### src/rtl/t_to_s_stream_if.sv
// Stream interface for the two's-complement to sign-magnitude converter.
// Carries both the input and the output handshake; the converter takes the
// slave view and the producer/consumer pair takes the master view.
interface t_to_s_stream_if #(
  parameter int DATA_WIDTH = 6,
  parameter int LANES      = 2
);

  // Input side: two's-complement beats from the arithmetic units.
  logic                          in_valid;
  logic                          in_ready;
  logic [LANES*DATA_WIDTH-1:0]   in_data;

  // Output side: sign-magnitude beats toward message storage.
  logic                          out_valid;
  logic                          out_ready;
  logic [LANES*DATA_WIDTH-1:0]   out_data;
  logic [LANES-1:0]              out_sat;

  // Producer/consumer view.
  modport master (
    output in_valid,
    output in_data,
    input  in_ready,
    input  out_valid,
    input  out_data,
    input  out_sat,
    output out_ready
  );

  // Converter view.
  modport slave (
    input  in_valid,
    input  in_data,
    output in_ready,
    output out_valid,
    output out_data,
    output out_sat,
    input  out_ready
  );

endinterface

### src/rtl/t_to_s_stream.sv
// Two's-complement to sign-magnitude stream converter for LLR/message words.
// Each lane is converted as the beat enters a 2-entry FIFO, so stored entries
// already hold sign-magnitude data plus a per-lane saturation flag. The
// most-negative code has no sign-magnitude equivalent; it is clamped to the
// largest negative magnitude and counted in sat_count.
module t_to_s_stream #(
  parameter int DATA_WIDTH = 6,
  parameter int LANES      = 2,
  parameter int CNT_WIDTH  = 16
) (
  input  logic                 clk,
  input  logic                 rst,
  t_to_s_stream_if.slave       bus,
  input  logic                 sat_clear,
  output logic [CNT_WIDTH-1:0] sat_count
);

  localparam int BEAT_WIDTH = LANES * DATA_WIDTH;
  localparam int INC_WIDTH  = $clog2(LANES + 1);
  localparam int SUM_WIDTH  = CNT_WIDTH + 1;

  typedef struct packed {
    logic [BEAT_WIDTH-1:0] data;
    logic [LANES-1:0]      sat;
  } entry_t;

  // FIFO storage and bookkeeping. The head entry register drives the outputs
  // directly, so nothing on the output side depends on the inputs.
  entry_t         mem [2];
  logic           wr_ptr;
  logic           rd_ptr;
  logic [1:0]     count;

  entry_t                 conv;
  logic [DATA_WIDTH-1:0]  word;
  logic [DATA_WIDTH-1:0]  neg;
  logic [INC_WIDTH-1:0]   sat_inc;
  logic [SUM_WIDTH-1:0]   sat_sum;

  logic accept;
  logic pop;

  // Handshake: in_ready comes from registered occupancy and reset only, so
  // there is no combinational path from out_ready or in_valid.
  assign bus.in_ready  = !rst && (count != 2'd2);
  assign bus.out_valid = (count != 2'd0);
  assign bus.out_data  = mem[rd_ptr].data;
  assign bus.out_sat   = mem[rd_ptr].sat;

  assign accept = bus.in_valid && bus.in_ready;
  assign pop    = bus.out_valid && bus.out_ready;

  // Per-lane conversion of the incoming beat and count of saturated lanes.
  always_comb begin
    // NOTE: every variable written here gets a default first, so no path
    // through the block leaves it unassigned and no latch is inferred.
    conv    = '0;
    word    = '0;
    neg     = '0;
    sat_inc = '0;
    for (int i = 0; i < LANES; i++) begin
      word = bus.in_data[i*DATA_WIDTH +: DATA_WIDTH];
      neg  = -word;
      if (!word[DATA_WIDTH-1]) begin
        // Non-negative: the word is already valid sign-magnitude.
        conv.data[i*DATA_WIDTH +: DATA_WIDTH] = word;
      end else if (word[DATA_WIDTH-2:0] == '0) begin
        // Most-negative code: clamp to the largest negative magnitude.
        conv.data[i*DATA_WIDTH +: DATA_WIDTH] = '1;
        conv.sat[i] = 1'b1;
        sat_inc     = sat_inc + INC_WIDTH'(1);
      end else begin
        // Ordinary negative: sign bit plus the magnitude of -x. Since the
        // magnitude is never zero here, negative zero cannot appear.
        conv.data[i*DATA_WIDTH +: DATA_WIDTH] = {1'b1, neg[DATA_WIDTH-2:0]};
      end
    end
  end

  // Counter sum one bit wider than the counter so overflow is visible.
  always_comb begin
    sat_sum = {1'b0, sat_count} + SUM_WIDTH'(sat_inc);
  end

  // FIFO state: write on accept, advance the head on pop, track occupancy.
  always_ff @(posedge clk) begin
    // NOTE: sequential state uses non-blocking assignments so every register
    // samples its inputs from before the edge, regardless of statement order.
    if (rst) begin
      // NOTE: the two storage entries are reset because out_data/out_sat
      // must read zero after reset and are driven straight from the head.
      mem[0] <= '0;
      mem[1] <= '0;
      wr_ptr <= 1'b0;
      rd_ptr <= 1'b0;
      count  <= 2'd0;
    end else begin
      if (accept) begin
        mem[wr_ptr] <= conv;
        wr_ptr      <= ~wr_ptr;
      end
      if (pop) begin
        rd_ptr <= ~rd_ptr;
      end
      case ({accept, pop})
        2'b10:   count <= count + 2'd1;
        2'b01:   count <= count - 2'd1;
        default: count <= count;
      endcase
    end
  end

  // Saturation event counter: clear wins over increment, and it sticks at
  // all-ones rather than wrapping.
  always_ff @(posedge clk) begin
    if (rst || sat_clear) begin
      sat_count <= '0;
    end else if (accept) begin
      if (sat_sum[CNT_WIDTH]) begin
        sat_count <= '1;
      end else begin
        sat_count <= sat_sum[CNT_WIDTH-1:0];
      end
    end
  end

endmodule

### src/flat_wrapper.sv
// flat-port wrapper written by rule: the top's interface ports become plain ports
module t_to_s_stream_flat 
#(
  parameter int DATA_WIDTH = 6,
  parameter int LANES      = 2,
  parameter int CNT_WIDTH  = 16
)
  (clk, rst, sat_clear, sat_count, bus_in_valid, bus_in_data, bus_in_ready, bus_out_valid, bus_out_data, bus_out_sat, bus_out_ready);
  t_to_s_stream_if #(.DATA_WIDTH(DATA_WIDTH), .LANES(LANES)) bus_i ();
  input  logic clk;
  input  logic rst;
  input  logic sat_clear;
  output logic [CNT_WIDTH-1:0] sat_count;
  input wire logic [$bits(bus_i.in_valid)-1:0] bus_in_valid;
  input wire logic [$bits(bus_i.in_data)-1:0] bus_in_data;
  output wire logic [$bits(bus_i.in_ready)-1:0] bus_in_ready;
  output wire logic [$bits(bus_i.out_valid)-1:0] bus_out_valid;
  output wire logic [$bits(bus_i.out_data)-1:0] bus_out_data;
  output wire logic [$bits(bus_i.out_sat)-1:0] bus_out_sat;
  input wire logic [$bits(bus_i.out_ready)-1:0] bus_out_ready;
  assign bus_i.in_valid = bus_in_valid;
  assign bus_i.in_data = bus_in_data;
  assign bus_in_ready = bus_i.in_ready;
  assign bus_out_valid = bus_i.out_valid;
  assign bus_out_data = bus_i.out_data;
  assign bus_out_sat = bus_i.out_sat;
  assign bus_i.out_ready = bus_out_ready;
  t_to_s_stream #(.DATA_WIDTH(DATA_WIDTH), .LANES(LANES), .CNT_WIDTH(CNT_WIDTH)) u_core (.clk(clk), .rst(rst), .bus(bus_i), .sat_clear(sat_clear), .sat_count(sat_count));
endmodule
### config.mk
export PLATFORM = sky130hd
export DESIGN_NAME = t_to_s_stream_flat
export DESIGN_NICKNAME = d
export VERILOG_FILES = /design/src/rtl/t_to_s_stream_if.sv /design/src/rtl/t_to_s_stream.sv /design/src/flat_wrapper.sv
export SDC_FILE = /design/constraint.sdc
export NUM_CORES = 1
export LEC_CHECK = 0
export BUFFER_PORTS_ARGS = -buffer_cell sky130_fd_sc_hd__buf_2
export CORE_MARGIN = 2
export CORE_UTILIZATION = 49
export DETAILED_ROUTE_END_ITERATION = 12
export PLACE_DENSITY = 0.75
export RECOVER_POWER = 50
export SYNTH_ARGS = -nofsm -noshare
export SYNTH_HDL_FRONTEND = slang
export SYNTH_SLANG_ARGS = --single-unit
### constraint.sdc
create_clock -name clk -period 3.7 [get_ports clk]
set_clock_uncertainty 0.15 [all_clocks]
set_input_delay 0.555 -clock clk [delete_from_list [all_inputs] [get_ports clk]]
set_output_delay 0.555 -clock clk [all_outputs]
set_load 0.01 [all_outputs]
==> metrics, run 1 <==
Leakage Power roughly 1.1 nW; H-tree levels 2; Worst Path Required between 3 and 4 ns; crit path time final about 3.4 ns; IO Port Bufs 48; initial antenna violation count 0; Die X 75.82 um; GP Congestion 0.8239; vias in the first global route 1815; # hold bufs at CTS 0; Yosys cell types between 40 and 50; nets between 300 and 400; DR vias/cell about 5.5; PwrDens 446.6 nW/um^2; uppermost layer routed met4; most frequent cells in the layout 36 x nor2_1, 28 x edfxtp_1, 27 x buf_2; status complete, no violations; Post-Syn Nets 270; commonest non-fill, non-tap cell in the layout nor2_1; CP Class input port to register; post-synthesis async set-or-reset flop share 0%; final setup violation count 0; Post-Syn Area 2527 sq um; HP Class register to register; Worst setup EP type register; crit path cell chain buf_2 > inv_1 > ha_1 > or3b_1 > or3_1 > inv_1 > ha_1 > nand2_1 > o21ai_0 > ha_1 > inv_1 > fa_1 > nand3b_1 > nor4b_1 > xnor2_1 > a21oi_1; CTS tree built; Crit path largest cell delay ~0.42 ns; final core occ between 50% and 60%; max_slew headroom 50.07%; register area share after synthesis 49.90%; synthesis-to-finish area growth 16.29%; Ports 49; synthesized area per cell between 10 and 15 sq um; Ys Warns 0; Hold Violations, Final 0; largest net degree at the start of global routing 17; DRC viols 0; Worst VDD drop around 0.19 mV; n_diodes 0; max-cap violations 0; wl on met1 2247 um; register bit total from synthesis 49; crit path max fanout 3; Top FF cell, synth edfxtp_1; Setup Buffers After CTS 0; CTS Buffer Depth 2; Critical-path top delay cell nor4b_1; worst-margin pin slew 0.7489 ns; initial cell density of the core ~50%; FMAX 293.6 MHz; CTS clock-pin slew for the worst setup and hold paths ~0.080 ns; first-pass GRT wire length 8211 um; worst skew pair latency roughly 0.30 ns; Detailed Route Iter0 Violations 135; Core Box Area just over 5000 sq um; wire per inst ~14 um; detailed-placement wirelength estimate 3545 um; chip height 75.82 um; clock buffer count from CTS 5; Filler Cell Count 450; RSZ-0062 raised after global routing false; share of cells above drive strength 1 a little over a fifth; DR WL met3 268 um; max-slew violation count 0; Startpoint Class input port; met2 WL post-DR 2507 um; Final Instance Area roughly 2900 sq um; Placed Area between 2000 and 3000 sq um; Final ANT Viol Nets 0; EDFF count, synth 28; DR pass1 iterations 4; die area roughly 5700 sq um; post-cts sizing count 0; GR Overflow Total 0; row count 26; final worst path period share around 92%; Critical Path AT 3.44 ns; CTS Root Cell clkbuf_8; Tot GR Track Use 18.97%; Post-Syn Instances approximately 250; final wirelength 5084 um; CTS sink count between 40 and 50; vias post-DR 2025
cells in the mapped netlist, drive strengths merged (8+ instances only):
cell,n,share of area [%]
a21oi,12,2.5
clkbuf,8,1.2
dfxtp,21,17
edfxtp,28,33
inv,14,2.1
mux2,14,6.2
nand2,13,2.0
nor2,36,5.3
path summary, 6_finish.rpt:
check	startpoint	endpoint	cells after the start	slack [ns]
worst max-delay path	bus_in_data[0]	u_core.sat_count[4]$_SDFFE_PP0P_	16	0.29
worst min register to register	u_core.wr_ptr$_SDFFE_PP0P_	u_core.wr_ptr$_SDFFE_PP0P_	2	0.33
worst max register to register	u_core.count[1]$_SDFFE_PP0P_	u_core.mem[1][11]$_SDFFCE_PN0P_	5	1.13
worst min-delay path	u_core.wr_ptr$_SDFFE_PP0P_	u_core.wr_ptr$_SDFFE_PP0P_	2	0.33
layer usage:
layer,vias to the layer above,global-route usage (%)
li1,993,-
met1,979,23.77
met2,47,31.42
met3,6,6.085
met4,0,5.458
met5,-,0
worst max-delay path, delay by kind of cell:
family / cells / cell delay, ns
AOI/OAI and AO/OA: 2 / 0.16
xor gates and xnor gates: 1 / 0.18
adders and majority gates: 4 / 0.83
buffers and inverters: 4 / 0.30
and+or+nand+nor: 5 / 1.40
stage by stage:
stage                     total power [mW]  worst slack, ns  cells  setup TNS [ns]  hold WS [ns]
final                                1.313           0.2939    368               0        0.3344
after global routing                 1.382          0.04843    368               0        0.3589
after CTS                            1.334           0.2538    368               0        0.3306
after detailed placement            0.9590         -0.06026    360        -0.06026        0.3151
after global placement              0.9522          0.01785    360               0        0.3088
after floorplan                     0.8647          0.06445    246               0        0.2952
flip-flops by register name, summed over array words and instances, names as in the netlist, named ones only:
signal	count
u_core.rd_ptr	1
u_core.sat_count	16
u_core.wr_ptr	1
u_core.mem	28
u_core.count	2
power by group:
group / switching [mW] / leakage, nW / internal, mW / total [mW]
Combinational: 0.140 / 0.576 / 0.131 / 0.271
Clock: 0.178 / 0.0518 / 0.199 / 0.377
Sequential: 0.0398 / 0.463 / 0.625 / 0.664
layout make-up:
cell class                      count  area [sq um]  area share [%]
Inverter                           14         52.55           1.788
Clock inverter                      3         41.29           1.405
Tap cell                           70         87.58           2.980
Timing Repair Buffer               56         270.3           9.195
Clock buffer                        5         68.82           2.341
Multi-Input combinational cell    171          1157           39.38
Sequential cell                    49          1261           42.91
logic make-up (layout without fill, tap and decap cells):
family	Yosys count	count (layout)	share of synthesized area, %
and+or+nand+nor	99	99	21.83
DFF	49	49	49.90
AOI/OAI and AO/OA	43	43	11.14
buffers and inverters	26	78	4.307
muxes	15	15	6.634
adders and majority gates	7	7	3.762
xor gates and xnor gates	7	7	2.426
Power figures use the tool's default switching activity.
==> run 2, diff against run 1 <==
--- a/config.mk
+++ b/config.mk
@@ -5,11 +5,12 @@
 export SDC_FILE = /design/constraint.sdc
 export NUM_CORES = 1
 export LEC_CHECK = 0
+export ABC_AREA = 1
 export BUFFER_PORTS_ARGS = -buffer_cell sky130_fd_sc_hd__buf_2
 export CORE_MARGIN = 2
-export CORE_UTILIZATION = 49
+export CORE_UTILIZATION = 50
 export DETAILED_ROUTE_END_ITERATION = 12
-export PLACE_DENSITY = 0.75
+export PLACE_DENSITY = 0.76
 export RECOVER_POWER = 50
 export SYNTH_ARGS = -nofsm -noshare
 export SYNTH_HDL_FRONTEND = slang
==> metrics, run 2 <==
clock buffer count from CTS 5; Top FF cell, synth edfxtp_1; register bit total from synthesis 49; FMAX between 200 and 300 MHz; top cells by area, synth edfxtp_1 31%, dfxtp_1 16%, nand2_1 7.9%, inv_1 6.5%, mux2_2 5.8%; Hold Slack 0.3153 ns; post-synth top area share 31.18%; EDFF count, synth 28; CTS tree built; Final ANT Viol Nets 0; n_diodes 0; Worst VDD drop 0.1438 mV; Hold Violations, Final 0; row count 26; IO Port Bufs 48; most common library cells after synthesis 57 x nand2_1, 47 x inv_1, 30 x nor2_1, 28 x edfxtp_1, 26 x nand3_1; Die X 77.44 um; final setup violation count 0; max-slew violation count 0; CTS Buffer Depth 2; GP Congestion 0.8268; Detailed Route Iter0 Violations 84; max-cap violations 0; Ys Warns 0; Post-Syn Instances 312; GR Overflow Total 0; largest net degree at the start of global routing 18; CP Class input port to register; initial cell density of the core between 50% and 60%; area of the multi-input gates 1145 sq um; initial antenna violation count 0; CTS Root Cell clkbuf_8; synthesized area per cell approximately 8.6 sq um; Post-Syn Area about 2700 sq um; Startpoint Class input port; post-cts sizing count 0; Final WS setup 0.3411 ns; # hold bufs at CTS 0; chip height 77.44 um; status complete, no violations; synthesis-to-finish area growth 11.60%; RSZ-0062 raised after global routing false; commonest non-fill, non-tap cell in the layout nand2_1; crit path time final 3.359 ns; most frequent cell after synthesis nand2_1; Total Power around 1.1 mW; DRC viols 0; vias in the first global route between 1500 and 2000; die area roughly 6000 sq um; Largest regs u_core.mem (28), u_core.sat_count (16), u_core.count (2); Post-Syn Nets 336; wire per inst ~12 um; final wirelength 5077 um; Ports a little under 50; Critical Path AT around 3.4 ns; final worst path period share 90.78%; Placed Area just under 3000 sq um; Setup Buffers After CTS 0; post-synthesis async set-or-reset flop share 0%; Largest Register u_core.mem; Leakage Power 1.390 nW; post-placement cell count 422; HP Class register to register; worst-margin pin slew 0.9457 ns; most frequent cells in the layout 58 x nand2_1, 50 x inv_1, 32 x nor2_1; max reg flops 28; non-filler cells, final 430; Worst Path Required 3.74 ns; CTS clock-pin slew for the worst setup and hold paths 0.09 ns; first-pass GRT wire length 8728 um; PwrDens 371.4 nW/um^2; pre-CTS WS about 0.011 ns; post-synth top area cell edfxtp_1; total negative slack 0 ns; DR vias/cell between 5 and 6; Tot GR Track Use 17.76%; H-tree levels 2; Core Box Area between 5000 and 6000 sq um; vias post-DR 2160; Worst setup EP type register; worst skew pair latency 0.30 ns; CTS sink count 49; register area share after synthesis 46.77%; Yosys cell types 32; Final Instance Area roughly 3000 sq um; final core occ 58.54%; DR pass1 iterations 4; detailed-placement wirelength estimate 3755 um; nets between 300 and 400; share of cells above drive strength 1 about a fifth; Sequential Area 1261 sq um; Filler Cell Count between 400 and 500; max_slew headroom 36.72%; crit path max fanout 8
## run 2: layout make-up
type	instances	share of cell area, %
Timing Repair Buffer	48	7.235
Inverter	54	6.736
Multi-Input combinational cell	201	38.05
Tap cell	70	2.911
Sequential cell	49	41.91
Clock inverter	3	0.8732
Clock buffer	5	2.287
## run 2: worst max-delay path, cell delays in order
cell and delay [ns]:
buf_2 0.09, inv_1 0.10, ha_1 0.18, nand3_1 0.09, or2_1 0.22, or2_1 0.30, inv_1 0.09, ha_1 0.13
nand2_1 0.04, o21ai_0 0.08, ha_1 0.19, inv_1 0.05, fa_1 0.41, nor2_2 0.15, nand2_2 0.09, nor2_2 0.23
nand3_1 0.14, o21ai_0 0.18, a21oi_1 0.06
## run 2: cell families (layout without fill, tap and decap cells)
kind of cell	count (synthesis)	count (layout)	synth area share (%)
simple gates	143	143	26.31
buf+inv	62	110	9.837
flops	49	49	46.77
fa+ha+maj	7	7	3.527
mux	14	14	5.847
compound gates	32	32	6.079
xor+xnor	5	5	1.624
## run 2: report_power, final
group | switching, mW | leakage, nW | total (mW) | internal (mW)
clock | 0.187 | 0.0423 | 0.324 | 0.138
sequential | 0.0186 | 0.463 | 0.628 | 0.609
combinational | 0.0967 | 0.884 | 0.166 | 0.0691
total | 0.302 | 1.39 | 1.12 | 0.816
## run 2: per-layer routing
layer | routed length (um) | share of wire [%] | vias to the layer above | global-route usage [%]
li1 | - | - | 1103 | -
met2 | 2549 | 50 | 56 | 31.57
met3 | 229 | 4.5 | 4 | 3.953
met5 | 0 | 0 | - | 0
met4 | 37 | 0.73 | 0 | 4.107
met1 | 2260 | 45 | 997 | 21.95
## run 2: path summary, 6_finish.rpt
kind / from / to / slack, ns / cells after the start
worst max-delay path: bus_in_data[0] / u_core.sat_count[12]$_SDFFE_PP0P_ / 0.34 / 19
worst min-delay path: u_core.rd_ptr$_SDFFE_PP0P_ / register / 0.32 / 1
worst max register to register: u_core.count[0]$_SDFFE_PP0P_ / u_core.mem[1][12]$_SDFFCE_PN0P_ / 1.02 / 6
worst min register to register: u_core.rd_ptr$_SDFFE_PP0P_ / register / 0.32 / 1
==> run 3, diff against run 2 <==
--- a/config.mk
+++ b/config.mk
@@ -12,6 +12,7 @@
 export DETAILED_ROUTE_END_ITERATION = 12
 export PLACE_DENSITY = 0.76
 export RECOVER_POWER = 50
+export REMOVE_ABC_BUFFERS = 1
 export SYNTH_ARGS = -nofsm -noshare
 export SYNTH_HDL_FRONTEND = slang
 export SYNTH_SLANG_ARGS = --single-unit
==> metrics, run 3 (synthesized netlist as in run 2, its figures left out) <==
largest net degree at the start of global routing 16; Detailed Route Iter0 Violations 179; R2R Path Start u_core.count[0]$_SDFFE_PP0P_; DR pass1 iterations 4; CTS sink count 49; HP Class register to register; vias in the first global route 2029; max_slew headroom 35.14%; Largest regs u_core.mem (28), u_core.sat_count (16), u_core.count (2); met3 usage 2.674%; nets 384; total negative slack 0 ns; clock buffer count from CTS 5; crit path cell chain buf_2 > inv_1 > ha_1 > nand3_1 > or2_1 > or2_0 > inv_1 > ha_1 > nand2_1 > o21ai_0 > ha_1 > inv_1 > fa_1 > nor2_2 > nand2_2 > nor2_2 > nand3_1 > o21ai_0 > a21oi_1; Critical-path top delay cell fa_1; # hold bufs at CTS 0; commonest non-fill, non-tap cell in the layout nand2_1; GP Congestion 0.8416; die area 5996 sq um; Filler Cell Count 485; RSZ-0062 raised after global routing false; Critical Path AT 3.32 ns; Final WS setup between 0.4 and 0.5 ns; Core Box Area roughly 5100 sq um; NetSw 0.2934 mW; Leakage Power roughly 1.4 nW; Tot GR Track Use 18.16%; CTS clock-pin slew for the worst setup and hold paths approximately 0.08 ns; post-cts sizing count 0; n_diodes 0; H-tree levels 2; status complete, no violations; DRC viols 0; vias post-DR between 2000 and 2500; CTS tree built; register share of total power 56.9%; Startpoint Class input port; detailed-placement wirelength estimate 3782 um; Setup Buffers After CTS 0; Final ANT Viol Nets 0; FMAX 304.3 MHz; internal power 0.8117 mW; most frequent cells in the layout 58 x nand2_1, 50 x inv_1, 32 x nor2_1; wire per inst 12.05 um; final wirelength 5193 um; hold path startpoint u_core.rd_ptr$_SDFFE_PP0P_; GR peak layer met2; initial cell density of the core a little over half; max reg flops 28; Worst VDD drop 0.1607 mV; IO Port Bufs 48; final worst path period share 88.82%; share of cells above drive strength 1 18.28%; Worst setup EP type register; Hold Slack 0.3161 ns; crit path from bus_in_data[0]; crit path time final ~3.3 ns; first-pass GRT wire length 8963 um; Ports 49; CTS Root Cell clkbuf_8; Total Power about 1.1 mW; DR vias/cell between 4 and 5; initial antenna violation count 0; switching share of power between 20% and 30%; Worst Path Required 3.74 ns; Comb pwr share about 15%; max-cap violations 0; synthesis-to-finish area growth 11.46%; max-slew violation count 0; PwrDens 367.7 nW/um^2; Die X 77.44 um; worst-margin pin slew 0.9694 ns; CP Class input port to register; crit path max fanout 6; CTS Buffer Depth 2; met2 Use GR 30.78%; Crit path largest cell delay slightly above 0.4 ns; chip height about 77 um; GR Overflow Total 0; Hold Violations, Final 0; row count 26; worst skew pair latency 0.30 ns; pre-CTS WS 0.1255 ns; Clock Power Share 28.2%; M1 GR Usage 24.21%; final setup violation count 0; Largest Register u_core.mem
-- run 3: cell types whose count changed in the layout (fill, tap and decap cells not counted), sizes merged --
cell,delta
clkbuf,+2
inv,-1
-- run 3: path summary, 6_finish.rpt --
path	slack [ns]	endpoint	cells past startpoint
max reg2reg	1.05	u_core.mem[1][9]$_SDFFCE_PN0P_	6
min reg2reg	0.32	u_core.rd_ptr$_SDFFE_PP0P_	1
min	0.32	u_core.rd_ptr$_SDFFE_PP0P_	1
max	0.41	u_core.sat_count[12]$_SDFFE_PP0P_	19
-- run 3: final cells by class --
| cell class | instances | area (sq um) | share of cell area [%] |
|---|---|---|---|
| Clock buffer | 6 | 72.57 | 2.415 |
| Clock inverter | 2 | 15.01 | 0.4996 |
| Inverter | 54 | 202.7 | 6.744 |
| Tap cell | 70 | 87.58 | 2.914 |
| Timing Repair Buffer | 49 | 221.5 | 7.369 |
| Sequential cell | 49 | 1261 | 41.97 |
| Multi-Input combinational cell | 201 | 1145 | 38.09 |
-- run 3: power groups by stage --
stage	Clock [mW]	Combinational [mW]	Sequential (mW)
floorplan	0	0.115	0.636
global placement	0	0.169	0.641
detailed placement	0	0.172	0.642
CTS	0.317	0.172	0.630
global route	0.340	0.187	0.633
finish	0.312	0.165	0.629
-- run 3: through the flow --
step | utilization [%] | instances | instance area [sq um]
2_1_floorplan | - | 304 | 2634
3_3_place_gp | 57.77 | 423 | 2969
3_5_place_dp | 57.77 | 423 | 2969
4_1_cts | 59.47 | 431 | 3057
5_1_grt | 58.47 | 431 | 3005
6_report | 58.47 | 431 | 3005
-- run 3: routing by layer --
layer  routed length, um  vias up
li1                    -     1108
met3                 213        4
met5                   0        -
met4                  27        0
met1                2416      960
met2                2536       50
-- run 3: worst max-delay path, delay by kind of cell --
family          cells  cell delay, ns
compound gates      3            0.31
fa+ha+maj           4            0.90
buf+inv             4            0.32
simple gates        8            1.24
